===== src/rtl/pll_phase_ctl.sv =====
// ECP5 EHXPLLL dynamic phase-shift sequencer: timed PHASESEL/DIR/STEP waveforms, lock qualification, per-output phase tracking.
// One request in flight (req_ready low while busy); `define PLL_PHASE_AUTORST_EN adds PLL reset + one retry on lock timeout.
module pll_phase_ctl #(
    parameter int STEP_W       = 8,
    parameter int PHASE_W      = 8,
    parameter int SETUP_CYC    = 2,
    parameter int PULSE_CYC    = 4,
    parameter int GAP_CYC      = 4,
    parameter int LOCK_CYC     = 16,
    parameter int LOCK_TIMEOUT = 65535
) (
    input  logic               clk,
    input  logic               resetn,
    input  logic               req_valid,
    output logic               req_ready,
    input  logic [1:0]         req_sel,
    input  logic               req_dir,
    input  logic [STEP_W-1:0]  req_steps,
    input  logic               pll_locked,
    output logic [1:0]         pll_phasesel,
    output logic               pll_phasedir,
    output logic               pll_phasestep,
    output logic               pll_phaseloadreg,
    output logic               pll_rst,
    output logic               busy,
    output logic               done,
    output logic               err,
    output logic               lock_ok,
    input  logic [1:0]         rd_sel,
    output logic [PHASE_W-1:0] rd_phase
);
    localparam int LK_W  = $clog2(LOCK_CYC + 1);
    localparam int CNT_W = 8;

    typedef enum logic [2:0] {
        S_IDLE, S_SETUP, S_STEP_LO, S_STEP_HI, S_WAIT_LOCK, S_DONE
`ifdef PLL_PHASE_AUTORST_EN
        , S_RECOVER
`endif
    } state_t;

    state_t              r_state;
    logic                r_rdy_en;
    logic [CNT_W-1:0]    r_cnt;
    logic [15:0]         r_to_cnt;
    logic [STEP_W-1:0]   r_remain;
    logic [1:0]          r_sel;
    logic                r_dir;
    logic                r_step;
    logic                r_done;
    logic                r_err;
    logic [PHASE_W-1:0]  r_phase [4];
    logic                r_lk_s1;
    logic                r_lk_s2;
    logic [LK_W-1:0]     r_lk_cnt;
    logic                r_lock_ok;
    logic                w_accept;
`ifdef PLL_PHASE_AUTORST_EN
    logic                r_rst;
    logic                r_retry;
`endif

    // LOCK is asynchronous to clk; qualification needs LOCK_CYC consecutive synchronized highs.
    always_ff @(posedge clk) begin
        if (!resetn) begin
            r_lk_s1   <= 1'b0;
            r_lk_s2   <= 1'b0;
            r_lk_cnt  <= '0;
            r_lock_ok <= 1'b0;
        end else begin
            r_lk_s1 <= pll_locked;
            r_lk_s2 <= r_lk_s1;
            if (!r_lk_s2) begin
                r_lk_cnt  <= '0;
                r_lock_ok <= 1'b0;
            end else begin
                if (r_lk_cnt != LK_W'(LOCK_CYC))
                    r_lk_cnt <= r_lk_cnt + LK_W'(1);
                r_lock_ok <= (r_lk_cnt >= LK_W'(LOCK_CYC - 1));
            end
        end
    end

    assign w_accept = req_valid && req_ready;

    always_ff @(posedge clk) begin
        if (!resetn) begin
            r_state  <= S_IDLE;
            r_rdy_en <= 1'b0;
            r_cnt    <= '0;
            r_to_cnt <= '0;
            r_remain <= '0;
            r_sel    <= 2'd0;
            r_dir    <= 1'b1;
            r_step   <= 1'b1;
            r_done   <= 1'b0;
            r_err    <= 1'b0;
            for (int i = 0; i < 4; i++) r_phase[i] <= '0;
`ifdef PLL_PHASE_AUTORST_EN
            r_rst    <= 1'b0;
            r_retry  <= 1'b0;
`endif
        end else begin
            r_rdy_en <= 1'b1;
            r_done   <= 1'b0;
            case (r_state)
                S_IDLE: if (w_accept) begin
                    r_sel    <= req_sel;
                    r_dir    <= req_dir;
                    r_remain <= req_steps;
                    r_err    <= 1'b0;
                    r_cnt    <= '0;
`ifdef PLL_PHASE_AUTORST_EN
                    r_retry  <= 1'b0;
`endif
                    r_state  <= (req_steps == '0) ? S_DONE : S_SETUP;
                end
                S_SETUP: if (r_cnt == CNT_W'(SETUP_CYC - 1)) begin
                    r_cnt   <= '0;
                    r_step  <= 1'b0;
                    r_state <= S_STEP_LO;
                end else r_cnt <= r_cnt + CNT_W'(1);
                S_STEP_LO: if (r_cnt == CNT_W'(PULSE_CYC - 1)) begin
                    r_cnt          <= '0;
                    r_step         <= 1'b1;
                    r_remain       <= r_remain - STEP_W'(1);
                    r_phase[r_sel] <= r_dir ? r_phase[r_sel] + PHASE_W'(1) : r_phase[r_sel] - PHASE_W'(1);
                    r_state        <= S_STEP_HI;
                end else r_cnt <= r_cnt + CNT_W'(1);
                S_STEP_HI: if (r_cnt == CNT_W'(GAP_CYC - 1)) begin
                    r_cnt    <= '0;
                    r_to_cnt <= '0;
                    if (r_remain != '0) begin
                        r_step  <= 1'b0;
                        r_state <= S_STEP_LO;
                    end else r_state <= S_WAIT_LOCK;
                end else r_cnt <= r_cnt + CNT_W'(1);
                S_WAIT_LOCK: if (r_lock_ok) begin
                    r_state <= S_DONE;
                end else if (r_to_cnt == 16'(LOCK_TIMEOUT - 1)) begin
`ifdef PLL_PHASE_AUTORST_EN
                    if (!r_retry) begin
                        r_retry <= 1'b1;
                        r_rst   <= 1'b1;
                        r_cnt   <= '0;
                        r_state <= S_RECOVER;
                    end else begin
                        r_err   <= 1'b1;
                        r_state <= S_DONE;
                    end
`else
                    r_err   <= 1'b1;
                    r_state <= S_DONE;
`endif
                end else r_to_cnt <= r_to_cnt + 16'd1;
                S_DONE: begin
                    r_done  <= 1'b1;
                    r_state <= S_IDLE;
                end
`ifdef PLL_PHASE_AUTORST_EN
                // A PLL reset restores the static phase, so the tracked offsets return to zero.
                S_RECOVER: begin
                    for (int i = 0; i < 4; i++) r_phase[i] <= '0;
                    if (r_cnt == CNT_W'(15)) begin
                        r_rst    <= 1'b0;
                        r_to_cnt <= '0;
                        r_state  <= S_WAIT_LOCK;
                    end else r_cnt <= r_cnt + CNT_W'(1);
                end
`endif
                default: r_state <= S_IDLE;
            endcase
        end
    end

    assign req_ready        = (r_state == S_IDLE) && r_rdy_en;
    assign busy             = (r_state != S_IDLE);
    assign done             = r_done;
    assign err              = r_err;
    assign lock_ok          = r_lock_ok;
    assign pll_phasesel     = r_sel;
    assign pll_phasedir     = r_dir;
    assign pll_phasestep    = r_step;
    assign pll_phaseloadreg = 1'b1;
    assign rd_phase         = r_phase[rd_sel];
`ifdef PLL_PHASE_AUTORST_EN
    assign pll_rst          = r_rst;
`else
    assign pll_rst          = 1'b0;
`endif
endmodule


===== config.mk =====
export PLATFORM = sky130hd
export DESIGN_NAME = pll_phase_ctl
export DESIGN_NICKNAME = d
export VERILOG_FILES = /design/src/rtl/pll_phase_ctl.sv
export SDC_FILE = /design/constraint.sdc
export NUM_CORES = 1
export LEC_CHECK = 0
export CAP_MARGIN = 20
export CORE_ASPECT_RATIO = 1.2
export CORE_MARGIN = 5
export CORE_UTILIZATION = 41
export CTS_CLUSTER_SIZE = 20
export DETAILED_ROUTE_END_ITERATION = 10
export GPL_ROUTABILITY_DRIVEN = 0
export PLACE_DENSITY_LB_ADDON = 0.2
export SLEW_MARGIN = 0
export SYNTH_ARGS = -nofsm -noshare
export SYNTH_HDL_FRONTEND = slang
export SYNTH_SLANG_ARGS = --single-unit

===== constraint.sdc =====
create_clock -name clk -period 2.58 [get_ports clk]
set_clock_uncertainty 0.15 [all_clocks]
set_input_delay 0.516 -clock clk [delete_from_list [all_inputs] [get_ports clk]]
set_output_delay 0.516 -clock clk [all_outputs]
set_load 0.01 [all_outputs]

==> results of run 1 <==
## power by group through the flow
stage	clock network, mW	registers (mW)	logic, mW
2_1_floorplan	0	1.47	0.323
3_3_place_gp	0	1.49	0.528
3_5_place_dp	0	1.49	0.536
4_1_cts	1.42	1.46	0.568
5_1_grt	1.47	1.47	0.646
6_report	1.38	1.46	0.589
## cells in the final DEF, fill, tap and decap left out, drive strengths merged, types with 8 or more instances in the layout
cell type      instances
a21oi                 22
clkbuf                10
xor2                  10
dfxtp                 52
xnor2                 15
nor2                  75
nor3                  15
mux4                  15
nand3                 20
clkdlybuf4s50         24
nand2                 37
buf                   51
nand4                  8
o21ai                 11
ha                    15
inv                   22
edfxtp                32
## sequential cells by signal, summed over array words and instances, names as in the netlist, named ones only
signal         cells
lock_ok            1
r_rdy_en           1
r_lk_s2            1
r_remain           8
r_to_cnt          16
r_lk_cnt           5
err                1
r_lk_s1            1
done               1
pll_phasestep      1
r_state            3
pll_phasesel       2
pll_phasedir       1
r_cnt              8
r_phase           32
## stage by stage
stage	power (mW)	instances	hold WS (ps)
2_1_floorplan	1.79	458	262
3_3_place_gp	2.01	641	273
3_5_place_dp	2.03	641	276
4_1_cts	3.44	660	293
5_1_grt	3.59	661	338
6_report	3.43	661	289
## logic make-up (layout without fill, tap and decap cells)
kind of cell / after synthesis / after routing / synth area share
AOI/OAI and AO/OA: 75 / 75 / 0.114
xor gates and xnor gates: 25 / 25 / 0.0497
adders and majority gates: 16 / 16 / 0.0471
buffers and inverters: 46 / 120 / 0.0414
DFF: 84 / 84 / 0.454
muxes: 22 / 22 / 0.0925
other: 2 / 2 / 0.00170
and+or+nand+nor: 188 / 188 / 0.200
## routing by layer
layer,global-route usage,up-vias
li1,-,1782
met1,0.185,1705
met2,0.307,46
met3,0.0420,10
met4,0.0552,0
met5,0,-
## worst max-delay path by stage
stage               slack [ps]       endpoint     startpoint  cells past startpoint
floorplan                   -9  r_phase[1][6]      flip-flop                      8
global placement          -280    rd_phase[5]      rd_sel[0]                      4
detailed placement        -280    rd_phase[0]      rd_sel[0]                      4
CTS                        -30  r_phase[2][5]  r_phase[3][1]                      8
global route              -130  r_phase[0][5]  r_phase[3][1]                      8
finish                     -30  r_phase[2][5]  r_phase[3][1]                      8
## cell type report
cell class	instances	share of cell area
clock inverter	6	0.0155
clock buffer	10	0.0422
tap	129	0.0285
multi-input combinational	328	0.415
timing repair buffer	82	0.129
sequential	84	0.355
inverter	22	0.0146
## worst max-delay path: stages, from the launching register on
cell,delay (ps)
edfxtp_1,420
mux4_2,540
ha_4,290
nand3b_1,90
o221ai_2,230
mux2i_1,280
xnor2_1,170
buf_4,170
nor2_1,40
## what timing repair did
action,CTS,global route
gates resized for setup,31,13
pin swaps,5,10
hold endpoints to repair,0,0
setup buffers,3,1
endpoints found under the setup margin,28,21
==> out/metrics.yaml, run 1 <==
drt_pass1_iterations: 4
routed_wl_mm: 10.3
fin_crit_ps: 2610
critical_path_class: "flip-flop to flip-flop"
finalSetupViolCount: 8
cts_tree: "built"
reg2reg_setup_slack_ps: -30
p_seq_frac: 0.426
status: "complete, but fails checks"
grt_use_total: 0.165
path_max_fanout: 4
final_antenna_net_count: 0
min_period_over_period: 1.01
dpl_worst_slack_ps: -277
syn_to_final_growth_pct: 28.3
cp.arrival_ps: 2560
async_flop_share: 0
final_cell_area_mm2: 0.00566
p_sw_frac: 0.249
fin_tns_setup_ps: -188
highest_layer: "met4"
postLayoutCoreUtil: 0.538
fmax_ghz: 0.383
ctsHoldBuffers: 0
drtIter0Drc: 140
end_kind: "flip-flop"
syn_area_per_cell_um2: 9.63
grt-ovfl-total: 0
start_kind: "flip-flop"
ys_types: 53
netlist_area_mm2: 0.00441
regArea_mm2: 0.00201
yosysMostFrequentCell: "nor2_1"
num_antenna_cells: 0
holdPathStages: 1
rows: 41
cts_root_buffer: "clkbuf_16"
die_x_um: 105
place_area_mm2: 0.00518
rsz0062_at_grt: "yes"
synth.area.top_cells: "dfxtp_1 24%, edfxtp_1 22%, mux4_2 7.7%"
dieArea_mm2: 0.0129
clkPwrFrac: 0.402
via_per_inst: 5.36
relSlewSlack: 0.552
failed_checks: "negative setup slack"
cp.required_ps: 2520
synth_top_area_share: 0.236
core_area_mm2: 0.0105
p_switching_mw: 0.854
hp-start: "r_lk_s1"
routedWlPerCell_um: 15.6
hold_end: "r_lk_s2"
synth-edff-count: 32
grt_pass1_wl_mm: 17.1
cellLeakagePower_nw: 2.09
drv_cap: 0
final_nets: 560
ios: 36
ctsLongestPathBuffers: 2
ys.flop_type: "dfxtp_1"
r2r_end: "r_phase[2][5]"
syn-num-nets: 491
vias: 3543
netlist_instances: 458
yosysWarnings: 0
multi_input_area_mm2: 0.00235
grt_pass1_vias: 3590
comb_power_share: 0.172
synth_top_area_cell: "dfxtp_1"
initial_utilization: 0.419
finalHoldViolations: 0
die_h_um: 124
setup_ws_ps: -32.5
ir_drop_v: 0.000351
r2r_cells: 8
clk_pin_slew_worst_paths_ps: 60
yosysSeqAreaShare: 0.454
antenna_found_initial: 0
timing.rr.start: "r_phase[3][1]"
drive_gt1_frac: 0.203
fillCellCount: 953
worst_pin_slew_ps: 671
grt_max_degree: 25
powerDensity_mw_per_mm2: 606
cts_buffers: 9
ys_top_cells_by_count: "75 x nor2_1, 52 x dfxtp_1, 37 x nand2_1"
portBuffers: 33
min_path_type: "flip-flop to flip-flop"
wl_met1_mm: 4.35
cts.sinks: 84
wl_met3_um: 295
drcViolationCount: 0
dr_wl_met2_mm: 5.53
worstSkewPairLatency_ps: 330
drv_slew: 0
dp_hpwl_mm: 7.80
ys_ff_latch: 84
htree_levels: 3
internal_power_mw: 2.58
No activity file was read; power rests on OpenSTA's default activity.
==> run 2, diff against run 1 <==
--- a/config.mk
+++ b/config.mk
@@ -12,7 +12,7 @@
 export CTS_CLUSTER_SIZE = 20
 export DETAILED_ROUTE_END_ITERATION = 10
 export GPL_ROUTABILITY_DRIVEN = 0
-export PLACE_DENSITY_LB_ADDON = 0.2
+export PLACE_DENSITY = 0.67
 export SLEW_MARGIN = 0
 export SYNTH_ARGS = -nofsm -noshare
 export SYNTH_HDL_FRONTEND = slang
==> run 2 against run 1 <==
Against the previous run: the run still ends with negative setup slack left; hold slack worse by 5.8 ps; sequential share of layout area grew 0.33 points; sequential power about the same; via count grew 1.1%; sequential cell count unchanged; first-iteration DRC count increased by 37%; die area stayed put; final area down 1.0%; utilization decreased by 0.54 points; fmax is 2.4% lower; highest routed layer unchanged.
==> out/metrics.yaml, run 2 (synthesis gave the netlist of run 1 again) <==
grt-ovfl-total: 0  # unchanged
fin_crit_ps: 2680  # +63.3 ps
largest_reg_flops: 32  # unchanged
holdWs_ps: 284  # -5.75 ps
wl_met1_mm: 4.36  # +0.28%
clk_pin_slew_worst_paths_ps: 60  # about the same
dp_hpwl_mm: 7.53  # -3.5%
wl_met3_um: 434  # +47%
ios: 36  # unchanged
vias: 3581  # +1.1%
grt_pass1_vias: 3566  # -0.67%
holdPathStages: 1  # unchanged
finalSetupViolCount: 4  # -4
fmax_ghz: 0.374  # -2.4%
cellLeakagePower_nw: 2.06  # -1.4%
min_path_type: "flip-flop to flip-flop"
min_period_over_period: 1.04  # +0.0245
rows: 41  # unchanged
highest_layer: "met4"
start_kind: "flip-flop"
grt_use_total: 0.164  # -0.00177
antenna_found_initial: 0  # unchanged
ctsLongestPathBuffers: 2  # unchanged
setup_ws_ps: -95.8  # -63.3 ps
cp.arrival_ps: 2620  # +60 ps
final_common_cell: "nor2_1"
routed_wl_mm: 10.2  # -1.5%
cp.required_ps: 2530  # about the same
drv_cap: 0  # unchanged
initial_utilization: 0.419  # unchanged
end_kind: "flip-flop"
num_antenna_cells: 0  # unchanged
ctsHoldBuffers: 0  # unchanged
drv_slew: 0  # unchanged
dr_wl_met2_mm: 5.22  # -5.6%
drive_gt1_frac: 0.195  # -0.00793
status: "complete, but fails checks"
rsz0062_at_grt: "yes"
routedWlPerCell_um: 15.5  # -0.95%
cts_tree: "built"
via_per_inst: 5.45  # +1.7%
final_cell_mix: "72 x nor2_1, 51 x dfxtp_1, 37 x nand2_1, 37 x buf_4, 32 x edfxtp_1"
portBuffers: 33  # unchanged
failed_checks: "negative setup slack"
cts.sinks: 84  # unchanged
top_regs: "r_phase: 32 flops, r_to_cnt: 16 flops"
r2r_cells: 8  # unchanged
finalHoldViolations: 0  # unchanged
relSlewSlack: 0.588  # +0.0362
ir_drop_v: 0.000355  # +1.1%
top_register: "r_phase"
worstSkewPairLatency_ps: 340  # about the same
powerDensity_mw_per_mm2: 586  # -3.3%
die_x_um: 105  # unchanged
grt_pass1_wl_mm: 17.0  # -1.0%
cts_buffers: 9  # unchanged
drtIter0Drc: 192  # +37%
path_max_fanout: 4  # unchanged
grt_max_degree: 25  # unchanged
final_antenna_net_count: 0  # unchanged
final_nets: 556  # -0.71%
worst_pin_slew_ps: 613  # -58.3 ps
cts_root_buffer: "clkbuf_16"
drcViolationCount: 0  # unchanged
syn_to_final_growth_pct: 27.1
fin_tns_setup_ps: -369  # -181 ps
htree_levels: 3  # unchanged
critical_path_class: "flip-flop to flip-flop"
die_h_um: 124  # unchanged
core_area_mm2: 0.0105  # unchanged
dieArea_mm2: 0.0129  # unchanged
drt_pass1_iterations: 5  # +1
## run 2: cell types whose count changed in the layout (fill, tap and decap cells not counted), sizes merged
cell | before | now
buf | 51 | 45
dlygate4sd2 | 3 | 0
clkbuf | 10 | 12
clkdlybuf4s15 | 4 | 6
bufinv | 2 | 1
clkinvlp | 0 | 1
dlymetal6s2s | 0 | 1
## run 2: report_power, final
| part | switching [mW] | total (mW) | leakage, nW | internal [mW] |
|---|---|---|---|---|
| combinational | 0.299 | 0.581 | 1.17 | 0.282 |
| clock | 0.500 | 1.24 | 0.137 | 0.739 |
| sequential | 0.0442 | 1.46 | 0.753 | 1.42 |
| total | 0.843 | 3.28 | 2.06 | 2.44 |
## run 2: worst max-delay path, cell delays in order, from the launching register on
cell,delay (ps)
edfxtp_1,410
mux4_2,560
ha_4,300
nand3b_1,90
o221ai_2,270
mux2i_1,260
xnor2_1,170
buf_4,180
nor2_1,50
## run 2: stage by stage
stage          power (mW)  instances  cell area, µm²  worst slack [ps]   util
5_1_grt              3.43        657            5600              -149  0.533
3_5_place_dp         2.03        640            5210              -255  0.496
6_report             3.28        657            5600             -95.8  0.533
3_3_place_gp         2.02        640            5210              -243  0.496
4_1_cts              3.29        656            5540             -66.4  0.527
2_1_floorplan        1.79        458            4420             -8.63      -
## run 2: layout make-up
cell class                 instances  area, µm²
tap                              129        161
inverter                          22       82.6
sequential                        84       2010
clock buffer                      10        229
fill                             934       4910
multi-input combinational        328       2320
timing repair buffer              78        749
clock inverter                     6       55.1
## run 2: final timing paths
check / startpoint / end / slack, ps
worst max-delay path: r_phase[3][1] / r_phase[2][5] / -100
worst min register to register: r_lk_s1 / r_lk_s2 / 280
worst min-delay path: r_lk_s1 / r_lk_s2 / 280
worst max register to register: r_phase[3][1] / r_phase[2][5] / -100
## run 2: metal layers
layer	global-route usage	vias up
met5	0	-
met4	0.0560	0
li1	-	1780
met1	0.194	1716
met2	0.294	71
met3	0.0378	14
## run 2: repair_timing
action                     CTS  global route
pin swaps                    6             6
buffers inserted             0             1
setup endpoints to repair   24            25
gates resized for setup     28            16
